===== src/rtl/regwrite_trace_buffer.sv =====
// ---------------------------------------------------------------------------
// regwrite_trace_buffer
//   Captures register-file write-back events into a small show-ahead FIFO.
//   Each entry holds the PC, destination register, written data and the
//   free-running cycle timestamp of the cycle in which the write occurred.
//
//   WRAP = 0 : when full, new events are discarded and counted as drops.
//   WRAP = 1 : when full, the oldest entry is overwritten and counted as a drop.
//
// Ports
//   clk        rising-edge clock
//   reset      asynchronous, active-low reset
//   enable     capture enable (popping is unaffected)
//   clear      synchronous flush of entries and drop counter
//   wb_valid   register-file write strobe
//   wb_pc      PC of the writing instruction
//   wb_rd      destination register index
//   wb_data    data written to the register file
//   rd_mask    per-register capture enable, bit n enables xn
//   tr_valid   head entry available
//   tr_ready   consumer accepts head entry
//   tr_pc/tr_rd/tr_data/tr_stamp  head entry fields (don't-care when !tr_valid)
//   count      number of stored entries
//   full       count == DEPTH
//   drop_cnt   number of lost events, saturating at 16'hFFFF
// ---------------------------------------------------------------------------
module regwrite_trace_buffer #(
   parameter int XLEN    = 32,
   parameter int DEPTH   = 16,
   parameter int TS_W    = 16,
   parameter int WRAP    = 0,
   parameter int SKIP_X0 = 1
) (
   input  logic                     clk,
   input  logic                     reset,
   input  logic                     enable,
   input  logic                     clear,
   input  logic                     wb_valid,
   input  logic [XLEN-1:0]          wb_pc,
   input  logic [4:0]               wb_rd,
   input  logic [XLEN-1:0]          wb_data,
   input  logic [31:0]              rd_mask,
   output logic                     tr_valid,
   input  logic                     tr_ready,
   output logic [XLEN-1:0]          tr_pc,
   output logic [4:0]               tr_rd,
   output logic [XLEN-1:0]          tr_data,
   output logic [TS_W-1:0]          tr_stamp,
   output logic [$clog2(DEPTH):0]   count,
   output logic                     full,
   output logic [15:0]              drop_cnt
);

   localparam int PTR_W = $clog2(DEPTH);
   localparam int CNT_W = PTR_W + 1;

   // Saturating increment for the drop counter.
   function automatic logic [15:0] sat_inc(input logic [15:0] v);
      return (v == 16'hFFFF) ? v : v + 16'd1;
   endfunction

   logic [TS_W-1:0]  ts_q,     ts_d;
   logic [PTR_W-1:0] wr_ptr_q, wr_ptr_d;
   logic [PTR_W-1:0] rd_ptr_q, rd_ptr_d;
   logic [CNT_W-1:0] count_q,  count_d;
   logic [15:0]      drop_q,   drop_d;

   logic [XLEN-1:0]  mem_pc_q    [DEPTH];
   logic [4:0]       mem_rd_q    [DEPTH];
   logic [XLEN-1:0]  mem_data_q  [DEPTH];
   logic [TS_W-1:0]  mem_stamp_q [DEPTH];

   logic capture;
   logic pop;
   logic is_full;
   logic is_x0_skip;
   logic wr_en;

   always_comb begin
      is_x0_skip = (SKIP_X0 != 0) && (wb_rd == 5'd0);
      capture    = enable & wb_valid & rd_mask[wb_rd] & ~is_x0_skip;
      tr_valid   = (count_q != '0);
      pop        = tr_valid & tr_ready;
      is_full    = (count_q == CNT_W'(DEPTH));

      ts_d     = ts_q + TS_W'(1);
      wr_ptr_d = wr_ptr_q;
      rd_ptr_d = rd_ptr_q;
      count_d  = count_q;
      drop_d   = drop_q;
      wr_en    = 1'b0;

      if (clear) begin
         // Flush wins over any capture or pop in the same cycle.
         wr_ptr_d = '0;
         rd_ptr_d = '0;
         count_d  = '0;
         drop_d   = '0;
      end else if (capture && is_full && !pop) begin
         drop_d = sat_inc(drop_q);
         if (WRAP != 0) begin
            // When full the write pointer sits on the oldest entry, so the
            // write overwrites it and the read pointer steps past it.
            wr_en    = 1'b1;
            wr_ptr_d = wr_ptr_q + PTR_W'(1);
            rd_ptr_d = rd_ptr_q + PTR_W'(1);
         end
      end else begin
         // A pop frees a slot first, so a capture is always accepted here.
         if (capture) begin
            wr_en    = 1'b1;
            wr_ptr_d = wr_ptr_q + PTR_W'(1);
         end
         if (pop) begin
            rd_ptr_d = rd_ptr_q + PTR_W'(1);
         end
         if (capture && !pop) begin
            count_d = count_q + CNT_W'(1);
         end else if (pop && !capture) begin
            count_d = count_q - CNT_W'(1);
         end
      end
   end

   always_ff @(posedge clk or negedge reset) begin
      if (!reset) begin
         ts_q     <= '0;
         wr_ptr_q <= '0;
         rd_ptr_q <= '0;
         count_q  <= '0;
         drop_q   <= '0;
      end else begin
         ts_q     <= ts_d;
         wr_ptr_q <= wr_ptr_d;
         rd_ptr_q <= rd_ptr_d;
         count_q  <= count_d;
         drop_q   <= drop_d;
      end
   end

   // Entry storage carries no reset; contents are only visible while valid.
   always_ff @(posedge clk) begin
      if (wr_en) begin
         mem_pc_q[wr_ptr_q]    <= wb_pc;
         mem_rd_q[wr_ptr_q]    <= wb_rd;
         mem_data_q[wr_ptr_q]  <= wb_data;
         mem_stamp_q[wr_ptr_q] <= ts_q;
      end
   end

   assign tr_pc    = mem_pc_q[rd_ptr_q];
   assign tr_rd    = mem_rd_q[rd_ptr_q];
   assign tr_data  = mem_data_q[rd_ptr_q];
   assign tr_stamp = mem_stamp_q[rd_ptr_q];
   assign count    = count_q;
   assign full     = is_full;
   assign drop_cnt = drop_q;

endmodule


===== config.mk =====
export PLATFORM = sky130hd
export DESIGN_NAME = regwrite_trace_buffer
export DESIGN_NICKNAME = d
export VERILOG_FILES = /design/src/rtl/regwrite_trace_buffer.sv
export SDC_FILE = /design/constraint.sdc
export NUM_CORES = 1
export LEC_CHECK = 0
export ABC_AREA = 1
export CAP_MARGIN = 10
export CELL_PAD_IN_SITES_DETAIL_PLACEMENT = 1
export CELL_PAD_IN_SITES_GLOBAL_PLACEMENT = 2
export CORE_MARGIN = 4
export CORE_UTILIZATION = 44
export DETAILED_ROUTE_END_ITERATION = 8
export HOLD_SLACK_MARGIN = 0.05
export PLACE_DENSITY = 0.86
export SLEW_MARGIN = 20
export SYNTH_ARGS = -nofsm -noshare
export SYNTH_HDL_FRONTEND = slang
export SYNTH_SLANG_ARGS = --single-unit
export TNS_END_PERCENT = 20

===== constraint.sdc =====
create_clock -name clk -period 8.4 [get_ports clk]
set_input_delay 1.68 -clock clk [delete_from_list [all_inputs] [get_ports clk]]
set_output_delay 1.68 -clock clk [all_outputs]
set_load 0.02 [all_outputs]

==> flow_metrics.env <==
export IMPL_cap_violations=0
export IMPL_netlist_area_leader_share=0.7397
export IMPL_nets=4295
export IMPL_timing_fmax_mhz=151.4
export IMPL_ys_top_cells_by_area="edfxtp_1 (74%), o21ai_0 (6.2%), nor2_1 (4.9%)"
export IMPL_fin_area_um2=63640
export IMPL_pin_count=215
export IMPL_rows=129
export IMPL_placed_area_um2=58930
export IMPL_synthesis_area_um2=55210
export IMPL_min_period_ns=6.606
export IMPL_grt_pass1_wl_um=236100
export IMPL_worstMarginPinSlew_ns=1.110
export IMPL_crit_slowest_cell="buf_4"
export IMPL_async_flop_share=0.03203
export IMPL_synth_cell_types=36
export IMPL_clk_path_buf_depth=3
export IMPL_clkTransAtPathRegs_ns=0.06
export IMPL_drive_above_1_share=0.06831
export IMPL_critical_path_class="reg -> out"
export IMPL_slew_viol_final=0
export IMPL_grt_pass1_vias=37700
export IMPL_first_iter_violations=3690
export IMPL_synth_cells=4047
export IMPL_final_period_utilization=0.7864
export IMPL_drc=0
export IMPL_numPortBuffers=214
export IMPL_gr_usage_all_layers=0.2376
export IMPL_power_leakage_nw=20.70
export IMPL_critPathArrivalTime_ns=4.93
export IMPL_path_common_cell="buf_4"
export IMPL_ant_nets=0
export IMPL_hold_viol_final=0
export IMPL_cts_root_buf="clkbuf_16"
export IMPL_rsz0062_at_grt="false"
export IMPL_dieArea_um2=131200
export IMPL_ir_drop_mv=0.2158
export IMPL_routed_wl_um=157500
export IMPL_postCtsSetupRepairBufs=0
export IMPL_insertion_delay_ns=0.76
export IMPL_cts_tree="yes"
export IMPL_synth_most_common_cell="edfxtp_1"
export IMPL_critPathMaxFanout=104
export IMPL_instances_no_fill=5937
export IMPL_die_h_um=362.2
export IMPL_setup_viol=0
export IMPL_gp_congestion=0.7568
export IMPL_start_kind="flop"
export IMPL_path_cells="buf_4, buf_4, o21ai_0, o221ai_1, nand3_1, nand2_1, clkdlybuf4s50_1"
export IMPL_avgSynthCellArea_um2=13.64
export IMPL_hold_depth=2
export IMPL_synth_seq_cells=1405
export IMPL_power_density_nw_per_um2=273.6
export IMPL_cts_resized=0
export IMPL_fill_cells=12060
export IMPL_clock_skew_ns=0.01660
export IMPL_maxSlewHeadroom=0.2598
export IMPL_cts_sinks=1405
export IMPL_firstDrtPassIters=5
export IMPL_syn_nets=4166
export IMPL_start_util=0.4448
export IMPL_ys_seq_area_frac=0.7601
export IMPL_dp_cells=5667
export IMPL_worstRegToRegCells=8
export IMPL_viasPerCell=6.007
export IMPL_seq_area_um2=41980
export IMPL_hp_class="reg -> reg"
export IMPL_core_um2=124100
export IMPL_grt_overflow=0
export IMPL_die_x_um=362.2
export IMPL_end_kind="primary output"
export IMPL_area_growth_pct=15.26
export IMPL_yosys_top_cells_count="edfxtp_1 (1360), nor2_1 (715), o21ai_0 (683)"
export IMPL_yosysTopAreaCell="edfxtp_1"
export IMPL_cp_required_ns=6.72
export IMPL_cts_hold_buf=0
export IMPL_wl_per_cell_um=26.53
export IMPL_synth_warnings=0
export IMPL_grt_max_degree=218
export IMPL_dr_total_vias=35670
export IMPL_status="complete, no violations"
export IMPL_dp_final_hpwl_um=79190
export IMPL_max_stage_delay_ns=0.96
export IMPL_synth_edf_count=1360
export IMPL_hold_worst_slack_ns=0.5673
export IMPL_cts_buffers_inserted=144
export IMPL_htreeDepth=4
export IMPL_antenna_found_initial=14
export IMPL_ys_flop_type="edfxtp_1"
export IMPL_multi_input_area_um2=11900
-- cell families after synthesis --
kind of cell,Yosys count,share of synthesized area
DFF,1405,0.7601
adders and majority gates,12,0.002856
and+or+nand+nor,1116,0.08136
AOI/OAI and AO/OA,1124,0.1251
xor gates and xnor gates,30,0.004759
buffers and inverters,360,0.02579
-- layout make-up --
cell class | instances | area share
Sequential cell | 1405 | 0.6597
Multi-Input combinational cell | 2282 | 0.1870
Clock buffer | 195 | 0.06296
Timing Repair Buffer | 277 | 0.04278
Tap cell | 1637 | 0.03219
Clock inverter | 64 | 0.01056
Inverter | 66 | 0.004385
Antenna cell | 11 | 0.0004326
-- where the power goes --
part	total (W)	internal, W	switching [W]
sequential	0.00775	0.00769	0.0000610
combinational	0.00327	0.00102	0.00225
clock	0.00639	0.00377	0.00262
total	0.0174	0.0125	0.00493
-- critical path: cells and delay by family (launching register included) --
| family | cells | cell delay (ns) |
|---|---|---|
| AOI/OAI and AO/OA | 2 | 0.58 |
| buffers and inverters | 3 | 2.36 |
| DFF | 1 | 0.77 |
| and+or+nand+nor | 2 | 0.40 |
-- per-layer routing --
layer	GRT usage	routed length [um]
met5	0	54
met4	0.08476	5193
met3	0.04176	10440
met2	0.3992	77470
met1	0.3136	64340
-- registers in the layout (all words and copies together) (netlist names) --
signal / cells
mem_data_q: 512
mem_pc_q: 512
mem_stamp_q: 256
mem_rd_q: 80
drop_cnt: 16
ts_q: 16
count: 5
rd_ptr_q: 4
wr_ptr_q: 4
-- cells in the final DEF (no fill, tap or decap), drive strengths merged, types with 92 or more instances in the layout --
cell type,Yosys,routed
edfxtp,1360,1360
nor2,715,715
o21ai,684,684
o221ai,248,248
nand2,225,225
clkdlybuf4s50,0,213
clkbuf,249,195
nand3,135,135
o22ai,92,92
o211ai,92,92
-- per-stage QoR --
stage | setup WS, ns | power (W) | util | setup TNS [ns]
after floorplan | -0.8321 | 0.009812 | - | -1066.50
after global placement | 2.265 | 0.01104 | 0.4748 | 0
after detailed placement | 2.257 | 0.01115 | 0.4748 | 0
after CTS | 1.724 | 0.01752 | 0.5125 | 0
after global routing | 1.553 | 0.01812 | 0.5126 | 0
final | 1.794 | 0.01741 | 0.5127 | 0
-- worst paths after layout --
path	to	slack (ns)	startpoint
worst max register to register	mem_pc_q[12][23]$_DFFE_PP_	5.12	count[0]$_DFFE_PN0P_
min in group asynchronous	drop_cnt[0]$_DFFE_PN0P_	1.03	reset
worst max-delay path	tr_data[18]	1.79	rd_ptr_q[0]$_DFFE_PN0P_
worst min-delay path	drop_cnt[1]$_DFFE_PN0P_	0.57	drop_cnt[1]$_DFFE_PN0P_
max in group asynchronous	rd_ptr_q[0]$_DFFE_PN0P_	6.83	reset
worst min register to register	drop_cnt[1]$_DFFE_PN0P_	0.57	drop_cnt[1]$_DFFE_PN0P_
(Power assumes the default switching activity.)
